[config.mk]
export PLATFORM = sky130hd
export DESIGN_NAME = pipe_stage_skid
export DESIGN_NICKNAME = d
export VERILOG_FILES = /design/src/rtl/pipe_pkg.sv /design/src/rtl/pipe_stage_skid.sv
export SDC_FILE = /design/constraint.sdc
export NUM_CORES = 1
export LEC_CHECK = 0
export BUFFER_PORTS_ARGS = -buffer_cell sky130_fd_sc_hd__buf_4
export CORE_ASPECT_RATIO = 0.5
export CORE_MARGIN = 1
export CORE_UTILIZATION = 57
export CTS_CLUSTER_DIAMETER = 40
export CTS_CLUSTER_SIZE = 28
export DETAILED_ROUTE_END_ITERATION = 10
export PLACE_DENSITY = 0.84
export SYNTH_ARGS = -nofsm -noshare
export SYNTH_HDL_FRONTEND = slang
export SYNTH_SLANG_ARGS = --single-unit
export TNS_END_PERCENT = 30
[constraint.sdc]
create_clock -name clk -period 4.3 [get_ports clk]
set_clock_uncertainty 0.15 [all_clocks]
set_input_delay 0 -clock clk [delete_from_list [all_inputs] [get_ports clk]]
set_output_delay 0 -clock clk [all_outputs]
set_load 0.01 [all_outputs]
[src/rtl/pipe_pkg.sv]
// ============================================================================
// Module      : pipe_pkg
// Description : Shared pipeline-stage types and default payload field widths.
// Revision    : 1.0 - initial release
// ============================================================================
`default_nettype none

package pipe_pkg;

    // Encoding doubles as the occupancy count
    typedef enum logic [1:0] {
        EMPTY = 2'd0,
        BUSY  = 2'd1,
        FULL  = 2'd2
    } stage_state_e;

    localparam int c_PC_W      = 32;
    localparam int c_INSTR_W   = 32;
    localparam int c_ALUOP_W   = 11;
    localparam int c_NB_W      = 3;
    localparam int c_BHT_W     = 2;
    localparam int c_PATTERN_W = 8;

endpackage

`default_nettype wire

[src/rtl/pipe_stage_skid.sv]
// ============================================================================
// Module      : pipe_stage_skid
// Description : Valid/ready pipeline register with a one-entry skid buffer,
//               registered in_ready and a flush (squash) input.
// Revision    : 1.0 - initial release
// ============================================================================
`default_nettype none

module pipe_stage_skid
    import pipe_pkg::*;
#(
    parameter int DATA_W         = 32,
    parameter int CLEAR_ON_FLUSH = 1
) (
    input  logic              clk,
    input  logic              rst,
    input  logic              flush,
    input  logic              in_valid,
    output logic              in_ready,
    input  logic [DATA_W-1:0] in_data,
    output logic              out_valid,
    input  logic              out_ready,
    output logic [DATA_W-1:0] out_data,
    output logic [1:0]        occupancy
);

    stage_state_e      r_state_q, w_state_d;
    logic [DATA_W-1:0] r_main_q,  w_main_d;
    logic [DATA_W-1:0] r_skid_q,  w_skid_d;
    logic              w_in_fire;
    logic              w_out_fire;
    logic              w_skid_load;

    assign out_valid  = (r_state_q != EMPTY);
    assign in_ready   = (r_state_q != FULL);
    assign out_data   = r_main_q;
    assign occupancy  = r_state_q;

    assign w_in_fire  = in_valid & in_ready;
    assign w_out_fire = out_valid & out_ready;

    always_comb begin
        w_state_d   = r_state_q;
        w_main_d    = r_main_q;
        w_skid_d    = r_skid_q;
        w_skid_load = 1'b0;
        if (flush) begin
            // A same-cycle out_fire already completed; a same-cycle in_fire is dropped
            w_state_d = EMPTY;
            if (CLEAR_ON_FLUSH != 0) begin
                w_main_d = '0;
                w_skid_d = '0;
            end
        end else begin
            unique case (r_state_q)
                EMPTY: begin
                    if (w_in_fire) begin
                        w_state_d = BUSY;
                        w_main_d  = in_data;
                    end
                end
                BUSY: begin
                    if (w_in_fire && w_out_fire) begin
                        w_main_d = in_data;
                    end else if (w_in_fire) begin
                        w_state_d   = FULL;
                        w_skid_d    = in_data;
                        w_skid_load = 1'b1;
                    end else if (w_out_fire) begin
                        w_state_d = EMPTY;
                    end
                end
                FULL: begin
                    if (w_out_fire) begin
                        w_state_d = BUSY;
                        w_main_d  = r_skid_q;
                    end
                end
                default: w_state_d = EMPTY;
            endcase
        end
    end

    always_ff @(posedge clk) begin
        if (rst) begin
            r_state_q <= EMPTY;
            r_main_q  <= '0;
            r_skid_q  <= '0;
        end else begin
            r_state_q <= w_state_d;
            r_main_q  <= w_main_d;
            r_skid_q  <= w_skid_d;
        end
    end

    a_skid_only_from_busy : assert property (
        @(posedge clk) disable iff (rst) w_skid_load |-> (r_state_q == BUSY));

    a_out_data_stable : assert property (
        @(posedge clk) disable iff (rst)
        (out_valid && !out_ready && !flush) |=> $stable(out_data));

    a_occupancy_legal : assert property (
        @(posedge clk) disable iff (rst) occupancy != 2'd3);

endmodule

`default_nettype wire

; ---- After elaboration in Yosys (flattened, before gate mapping)
; Index checks and enable logic that the tools add are counted.
[totals]
output_inout_bits = 36
register_bits = 66
inputBits = 37
elab_cells = 32
[op_classes]
eq_ne = 8
bitwise = 3
reduce_logical = 8
mux = 10
[ops]
columns = cell, n
row1 = $mux 32, 3
row2 = $pmux 32 s3, 1
row3 = $mux 2, 5
row4 = $ne 2x2->1 const B, 5
row5 = $reduce_and 4->1, 2
row6 = $pmux 2 s3, 1
row7 = $ne 3x3->1 const B, 1
row8 = $reduce_and 3->1, 1
row9 = $reduce_bool 3->1, 1
row10 = $and 1x1->1, 2
row11 = $eq 2x1->1 const B, 1
row12 = $eq 2x2->1 const B, 1
row13 = $logic_not 2->1, 1
row14 = $reduce_bool 2->1, 1
row15 = $reduce_or 2->1, 1
row16 = $logic_and 1x1->1, 1
row17 = $not 1->1, 1

; ---- Depth between registers and ports, before layout
; Gate-level depths: netlist (run 1).
[depth]
word_depth = 6
depth_mapped = 5
mapped_depth_nobuf = 3

; ---- Worst setup path after synthesis (run 1)
; OpenSTA, ideal clock, no wires.
[synth_path]
kind = reg2reg
startpoint = reg r_state_q[0], in the netlist occupancy[0]
endpoint = reg r_main_q[27], in the netlist out_data[27]
n_path_buf = 2
stages_incl_launch_ff = 6
period_less_slack_ps = 1494
t_required_ps = 4004
t_arrival_ps = 1198
setup_slack_ps = 2806
setup_time_ps = 146
path_cell_list = dfxtp_1 > nand2b_1 > buf_6 > buf_4 > mux2i_1 > a211oi_2
[synth_via]
elab_chain_cells = 5
word_cells_on_any_way = 14
classes_between = eq/ne: 6 / mux: 1 / bitwise: 2 / reduce/logical: 5
[synth_lines]
columns = element, line
row1 = from (decl), pipe_stage_skid.sv:27  ; stage_state_e r_state_q, w_state_d;
row2 = from (signal assigned), pipe_stage_skid.sv:90  ; r_state_q <= w_state_d;
row3 = $ne 2x2->1 *, pipe_stage_skid.sv:35  ; assign in_ready = (r_state_q != FULL);
row4 = named net in_ready, pipe_stage_skid.sv:19  ; output logic in_ready,
row5 = $and 1x1->1 *, pipe_stage_skid.sv:39  ; assign w_in_fire = in_valid & in_ready;
row6 = $logic_and 1x1->1, pipe_stage_skid.sv:63  ; if (w_in_fire && w_out_fire) begin
row7 = $ne 2x2->1 (no line), -
row8 = $reduce_and 4->1 (no line) *, -
row9 = to (signal assigned), pipe_stage_skid.sv:91  ; r_main_q <= w_main_d;
row10 = to (decl), pipe_stage_skid.sv:28  ; logic [DATA_W-1:0] r_main_q, w_main_d;
; The timed path passes the listed nets; every way through them passes the cells marked *.
; A chain may end at the register's enable or synchronous reset.

; ---- Final worst setup path (run 1)
[layout_path]
startpoint = reg r_state_q[0], in the netlist occupancy[0]
endpoint = reg r_main_q[8], in the netlist out_data[8]
[layout_via]
elab_chain_cells = 5
word_cells_on_any_way = 14
classes_between = eq/ne: 6 / mux: 1 / bitwise: 2 / reduce/logical: 5
[layout_lines]
columns = element, line
row1 = $ne 2x2->1 / $reduce_bool 2->1 (equally long branches), "pipe_stage_skid.sv:35, pipe_stage_skid.sv:34"
row2 = "$and 1x1->1, on equally long branches", "pipe_stage_skid.sv:39, pipe_stage_skid.sv:40"
row3 = $logic_and 1x1->1, pipe_stage_skid.sv:63
row4 = $ne 2x2->1 (no line), -
row5 = $reduce_and 4->1 (no line), -
; Parallel ways exist; a longest one is shown, timed or not.

==> results of run 1 <==
[cell families after synthesis]
family,synth area share
compound gates,0.278
simple gates,0.108
flops,0.441
buf+inv,0.0660
mux,0.107
[Yosys cell counts (all sizes together)]
library cell	count
buf	25
or2	2
and2	1
clkbuf	9
nor2b	1
nand2b	2
a211oi	64
dfxtp	66
nand4bb	1
nor4bb	1
nor2	1
a21oi	33
o21bai	1
a21o	2
and3b	1
or3b	1
nand2	65
mux2i	32
o21a	1
[power by group through the flow]
| stage | logic, W | registers [W] | clock network (W) |
|---|---|---|---|
| floorplan | 0.0000906 | 0.000657 | 0 |
| global placement | 0.000157 | 0.000651 | 0 |
| detailed placement | 0.000162 | 0.000652 | 0 |
| CTS | 0.000187 | 0.000639 | 0.000452 |
| global route | 0.000201 | 0.000640 | 0.000475 |
| finish | 0.000189 | 0.000639 | 0.000443 |
[layer usage]
layer	wire (µm)	up-vias	track usage	share of wire
met5	0	-	0	0
met4	105	0	0.0738	0.014
met3	434	11	0.0998	0.057
met2	3670	88	0.461	0.48
met1	3420	1257	0.336	0.45
li1	-	1288	-	-
[state kept, by name, summed over array words and instances, names as in the netlist]
| name | flops |
|---|---|
| occupancy | 2 |
| out_data | 32 |
| r_skid_q | 32 |
[stage by stage]
stage / setup WS [ps] / cell area (µm²) / hold slack [ps] / total power [W]
6_report: 2060 / 4000 / 304 / 0.00127
5_1_grt: 1960 / 4000 / 318 / 0.00132
3_3_place_gp: 2250 / 3490 / 109 / 0.000809
2_1_floorplan: 2810 / 3000 / -14.0 / 0.000747
4_1_cts: 2100 / 4000 / 300 / 0.00128
3_5_place_dp: 2110 / 3490 / 116 / 0.000814
[cell usage in the layout (no fill, tap or decap)]
| cell | synthesis | final |
|---|---|---|
| nand2_1 | 65 | 65 |
| a21o_1 | 1 | 1 |
| a21o_4 | 1 | 1 |
| nand4bb_1 | 1 | 1 |
| clkbuf_1 | 9 | 3 |
| and3b_1 | 1 | 1 |
| dfxtp_1 | 66 | 66 |
| a211oi_1 | 34 | 34 |
| nor4bb_4 | 0 | 1 |
| mux2i_1 | 32 | 32 |
| clkbuf_8 | 0 | 10 |
| clkinv_2 | 0 | 3 |
| o21bai_1 | 1 | 1 |
| nor2_1 | 1 | 1 |
| or3b_1 | 1 | 1 |
| or2_2 | 2 | 2 |
| and2_1 | 1 | 1 |
| nand2b_2 | 0 | 1 |
| buf_4 | 3 | 78 |
| a21oi_1 | 33 | 33 |
| o21a_1 | 1 | 1 |
| dlygate4sd3_1 | 0 | 34 |
| a211oi_2 | 30 | 30 |
| nor2b_2 | 0 | 1 |
| nand2b_1 | 2 | 1 |
[worst min path at each step]
stage	from	end	slack, ps	cells past startpoint
after floorplan	in_data[0]	r_skid_q[0]	-10	2
after global placement	in_data[8]	r_skid_q[8]	110	3
after detailed placement	in_data[13]	r_skid_q[13]	120	3
after CTS	in_data[13]	r_skid_q[13]	300	4
after global routing	in_data[10]	r_skid_q[10]	320	4
final	r_skid_q[14]	r_skid_q[14]	300	2
[critical path: stages, from the launching register on]
cell      delay, ps
dfxtp_1         480
nand2b_2        950
mux2i_1         250
a211oi_2        290
[area by class of cell]
| class | count | area, µm² |
|---|---|---|
| fill | 327 | 1000 |
| clock inverter | 3 | 15.0 |
| sequential | 66 | 1320 |
| clock buffer | 13 | 149 |
| multi-input combinational | 209 | 1500 |
| tap | 70 | 87.6 |
| timing repair buffer | 112 | 926 |
==> out/results.ini, run 1 <==
[sta]
period_share = 0.521
period_needed_ps = 2240
worst_pin_slew_ps = 1160
max_freq_mhz = 446
hold_violations = 0
finalSetupTns_ps = 0
setup_violations = 0
slew_headroom = 0.230
report.final.slew_viol_count = 0
rsz0062_at_grt = false

[synthesis]
netlist_area_um2 = 3000
ys.warnings.count = 0
ys_ff_latch = 66
yosysSeqAreaShare = 0.441
ys_top_cells_by_area = dfxtp_1 44%, a211oi_2 13%, mux2i_1 11%, a211oi_1 8.5%, nand2_1 8.1%
syn_nets = 346
syn_area_per_cell_um2 = 9.70
yosysTopAreaCell = dfxtp_1
yosysUniqueCellTypes = 23
synth.top_cell.area_share = 0.441
synthCells = 309

[cells_and_area]
syn_to_final_growth_pct = 33.4
final_cells = 473
drive_gt1_frac = 0.315
n_antenna_cell = 0
fin_util = 0.799
fin_nets = 435

[min_path]
min_path_type = flip-flop to flip-flop

[route]
vias = 2644
drtAntennaViolNets = 0
drc = 0
drt_first_pass_iters = 6
wl_per_cell_um = 16.1
via_per_inst = 5.59
wl_um = 7620
drt_iter0_markers = 130

[global_route]
grt_max_degree = 67
antenna_found_initial = 0
grt_use_total = 0.274
grt_pass1_vias = 2457
overflow = 0
grt_pass1_wl_um = 11600

[clocking]
cts_sinks = 66
h-tree-depth = 3
post-cts-setup-buffers = 0
cts_buffer_depth = 2
cts_hold_buf = 34
clk_latency_ps = 340
tritoncts = yes
cts_root_buffer = clkbuf_8
cts_resized = 0
cts_buffers = 9
clk_pin_slew_worst_paths_ps = 70

[pwr]
ir_worst_vdd_mv = 0.216
clockPowerShare = 0.349
leakagePower_nw = 1.69
sw_frac_of_total = 0.255
power.density_nw_per_um2 = 318
combPwrFrac = 0.149
switchingPower_w = 0.000324
seqPwrFrac = 0.503
p_int_w = 0.000947

[place]
io_buffers = 72
gp_congestion = 0.760
dp.cells = 423
dp_hpwl_um = 4140

[setup_path]
critPathLaunchType = flip-flop
rr_endpoint = out_data[8]
cp_max_fo = 34
path_class = flip-flop to flip-flop
crit_start = occupancy[0]
cp.arrival_ps = 2340
rr_worst_depth = 3
reg2reg_from = occupancy[0]
crit_path_end = out_data[8]
critPathCaptureType = flip-flop
reg2reg_slack_ps = 2060
required_ps = 4400

[run]
cap_violations = 0

[die]
rows = 18
start_util = 0.599
core_um2 = 5000
fp.dieW_um = 105
die-area_um2 = 5570
die_y_um = 53.3
io-pin-count = 73

[status]
status = finished, final reports clean

Note: power is estimated with default switching activity, not from simulation.
==> run 2: changes to the inputs <==
- CORE_UTILIZATION: 57 -> 48
- PLACE_DENSITY: 0.84 -> 0.76
- clock period: 4.3 -> 2 ns (I/O delays scaled with it)
==> run 2 against run 1 <==
Largest power group is now clock. Critical path type unchanged. Cell count is 4.4% higher. Routed wire length is 2.3% lower. Worst setup slack worse by 1800 ps.
==> out/results.ini, run 2 (synthesis gave the netlist of run 1 again) <==
[cells_and_area]
final_common_cell = buf_4
final_cell_mix = 84 x buf_4, 66 x dfxtp_1, 65 x nand2_1
syn_to_final_growth_pct = 40.8
fin_nets = 443
regArea_um2 = 1320
drive_gt1_frac = 0.332
multiInputGateArea_um2 = 1500
n_antenna_cell = 0
nFillCells = 435

[clocking]
clk_pin_slew_worst_paths_ps = 50
tritoncts = yes
post-cts-setup-buffers = 0
cts_sinks = 66
cts_root_buffer = clkbuf_16
h-tree-depth = 3
cts_buffers = 9
clk_latency_ps = 320
cts_buffer_depth = 2

[place]
gp_congestion = 0.757
dp_hpwl_um = 4640
io_buffers = 72

[sta]
period_share = 0.885
slew_headroom = 0.599
setup_violations = 0
rsz0062_at_grt = false
hold_violations = 0
worst_pin_slew_ps = 601
max_freq_mhz = 565
finalSetupTns_ps = 0
report.final.slew_viol_count = 0
period_needed_ps = 1770

[run]
cap_violations = 0

[route]
drt_iter0_markers = 150
vias = 2654
drtAntennaViolNets = 0
via_per_inst = 5.37
wl_per_cell_um = 15.1
wl_um = 7450
drc = 0
drt_first_pass_iters = 4

[global_route]
overflow = 0
antenna_found_initial = 0
grt_pass1_vias = 2471
grt_max_degree = 44
grt_use_total = 0.231
grt_pass1_wl_um = 11800

[die]
fp.dieW_um = 114
die_y_um = 57.9
rows = 19
start_util = 0.521
core_um2 = 5750
die-area_um2 = 6580
io-pin-count = 73

[pwr]
ir_worst_vdd_mv = 0.498
power.density_nw_per_um2 = 782
leakagePower_nw = 1.79
p_total_w = 0.00330

[setup_path]
path_class = flip-flop to flip-flop
cp_max_fo = 15
critPathCaptureType = flip-flop
cp.arrival_ps = 1800
required_ps = 2030
critPathLaunchType = flip-flop

[min_path]
min_path_type = input pin to flip-flop

[status]
status = finished, final reports clean

[run 2: critical path, stage by stage, from the launching register on]
cell and delay [ps]:
dfxtp_1 450, nand2b_1 320, buf_4 320, a211oi_1 300
a211oi_2 80
[run 2: per-stage QoR]
stage	setup slack [ps]	hold WS, ps	cells	area [µm²]	utilization
after detailed placement	239	117	445	3590	0.625
after floorplan	506	-14.0	309	3000	-
after global placement	317	107	445	3590	0.625
after global routing	98.7	210	494	4220	0.734
after CTS	229	188	494	4220	0.734
final	229	196	494	4220	0.734
[run 2: report_power, final]
group / switching [W] / leakage, nW / internal, W
clock network: 0.000556 / 0.138 / 0.000955
registers: 0.0000255 / 0.536 / 0.00135
logic: 0.000196 / 1.12 / 0.000216
total: 0.000778 / 1.79 / 0.00252
[run 2: area by class of cell]
cell class                      count  area share
Clock buffer                       10      0.0543
Tap cell                           84      0.0249
Multi-Input combinational cell    209       0.355
Timing Repair Buffer              120       0.240
Sequential cell                    66       0.313
Clock inverter                      5      0.0133
[run 2: path summary, 6_finish.rpt]
check	start	end	slack, ps	cells after the start
setup / recovery	occupancy[0]	out_data[17]	230	4
setup reg to reg	occupancy[0]	out_data[17]	230	4
hold / removal	rst	out_data[22]	200	3
hold reg to reg	r_skid_q[22]	r_skid_q[22]	300	2
[run 2: what timing repair did]
item                                   CTS  global route
resized for setup                        0             0
hold buffers                            34             0
endpoints found under the hold margin   66             0
[run 2: metal layers]
layer / wire [µm] / vias up / global-route usage
li1: - / 1308 / -
met1: 3580 / 1278 / 0.291
met2: 3520 / 58 / 0.389
met3: 247 / 10 / 0.0533
met4: 102 / 0 / 0.0940
met5: 0 / - / 0
==> run 3: changes to the inputs <==
- CORE_UTILIZATION: 48 -> 46
- PLACE_DENSITY: 0.76 -> 0.73
==> run 3 against run 2 <==
Global-route usage up 1.4 points. Via count unchanged. Cell count up 0.81%. First-iteration DRC count down 25%. Sequential power about the same.
==> out/results.ini, run 3 (synthesis gave the netlist of run 1 again) <==
[status]
status = finished, final reports clean

[route]
drt_iter0_markers = 113
vias = 2654
wl_um = 7900
wl_per_cell_um = 15.9
drc = 0
drtAntennaViolNets = 0
via_per_inst = 5.33
drt_first_pass_iters = 5

[die]
io-pin-count = 73
start_util = 0.485
die-area_um2 = 6860
fp.dieW_um = 116
rows = 20
core_um2 = 6180
die_y_um = 59.1

[pwr]
power.density_nw_per_um2 = 762
seqPwrFrac = 0.427
clockPowerShare = 0.443
p_int_w = 0.00246
sw_frac_of_total = 0.235
ir_worst_vdd_mv = 0.409
leakagePower_nw = 1.80
combPwrFrac = 0.130
p_total_w = 0.00322
switchingPower_w = 0.000756

[cells_and_area]
n_antenna_cell = 0
multiInputGateArea_um2 = 1500
regArea_um2 = 1320
fin_nets = 443
drive_gt1_frac = 0.332
final_cell_mix = 83 x buf_4, 66 x dfxtp_1, 65 x nand2_1
final_common_cell = buf_4
syn_to_final_growth_pct = 41.0
nFillCells = 497

[place]
gp_congestion = 0.707
io_buffers = 72
pre_cts_ws_ps = 289
dp_hpwl_um = 4820

[sta]
setup_violations = 0
finalSetupTns_ps = 0
slew_headroom = 0.640
rsz0062_at_grt = false
max_freq_mhz = 572
period_needed_ps = 1750
worst_pin_slew_ps = 541
report.final.slew_viol_count = 0
setup_slack_ps = 253
period_share = 0.874
hold_violations = 0

[global_route]
grtUsageMet3 = 0.0634
grt-busiest-layer = met2
grt_pass1_wl_um = 12600
antenna_found_initial = 0
grt_use_total = 0.245
overflow = 0
grt_use_met2 = 0.427
grt_pass1_vias = 2593
grt_use_met1 = 0.303
grt_max_degree = 67

[clocking]
cts_root_buffer = clkbuf_16
post-cts-setup-buffers = 0
cts_buffers = 9
h-tree-depth = 3
clk_latency_ps = 320
cts_buffer_depth = 2
cts_sinks = 66
clk_pin_slew_worst_paths_ps = 50
tritoncts = yes

[setup_path]
critPathLaunchType = flip-flop
cp_slowest_cell = dfxtp_1
cp.arrival_ps = 1780
worst_path_largest_cell_delay_ps = 530
required_ps = 2030
cp_cell_sequence = and3b_1 > a21o_4 > a211oi_2
cp_max_fo = 32
critPathCaptureType = flip-flop
path_class = flip-flop to flip-flop

[run]
cap_violations = 0

[min_path]
min_path_type = input pin to flip-flop

run 3: changes by cell type in the layout (fill, tap and decap cells not counted), sizes merged:
cell      before  now
bufinv         1    0
clkbuf        10   12
clkinvlp       1    0
run 3: worst max-delay path, delay by kind of cell, from the launching register on:
kind	cells	cell delay, ps
AOI/OAI and AO/OA	2	620
DFF	1	530
and+or+nand+nor	1	300
run 3: worst paths after layout:
kind	slack, ps	cells past startpoint	end	startpoint
max	250	3	out_data[16]	occupancy[1]
min	150	4	out_data[18]	rst
max reg2reg	250	3	out_data[16]	occupancy[1]
min reg2reg	300	2	r_skid_q[9]	r_skid_q[9]
run 3: power groups by stage:
stage                     Sequential (W)  Combinational [W]  Clock [W]
after CTS                        0.00137           0.000416    0.00144
final                            0.00137           0.000417    0.00143
after global placement           0.00140           0.000352          0
after global routing             0.00138           0.000447    0.00151
after floorplan                  0.00141           0.000195          0
after detailed placement         0.00140           0.000361          0
run 3: stage by stage:
| step | utilization | hold slack [ps] | cell area [µm²] | cells |
|---|---|---|---|---|
| 2_1_floorplan | - | -14.0 | 3000 | 309 |
| 3_3_place_gp | 0.584 | 109 | 3610 | 449 |
| 3_5_place_dp | 0.584 | 118 | 3610 | 449 |
| 4_1_cts | 0.683 | 150 | 4220 | 498 |
| 5_1_grt | 0.683 | 176 | 4220 | 498 |
| 6_report | 0.683 | 149 | 4220 | 498 |
run 3: timing repair:
item | in CTS | in global routing
gates resized for setup | 0 | 0
endpoints found under the hold margin | 66 | 0
hold buffers | 34 | 0
run 3: layer usage:
layer,vias to the layer above,wire (µm)
met4,0,76
met2,70,3860
met3,11,312
met1,1266,3650
li1,1307,-
met5,-,0
run 3: final cells by class:
class / instances / area share
clock inverter: 3 / 0.00355
clock buffer: 12 / 0.0607
sequential: 66 / 0.313
tap: 88 / 0.0261
timing repair buffer: 120 / 0.242
multi-input combinational: 209 / 0.355
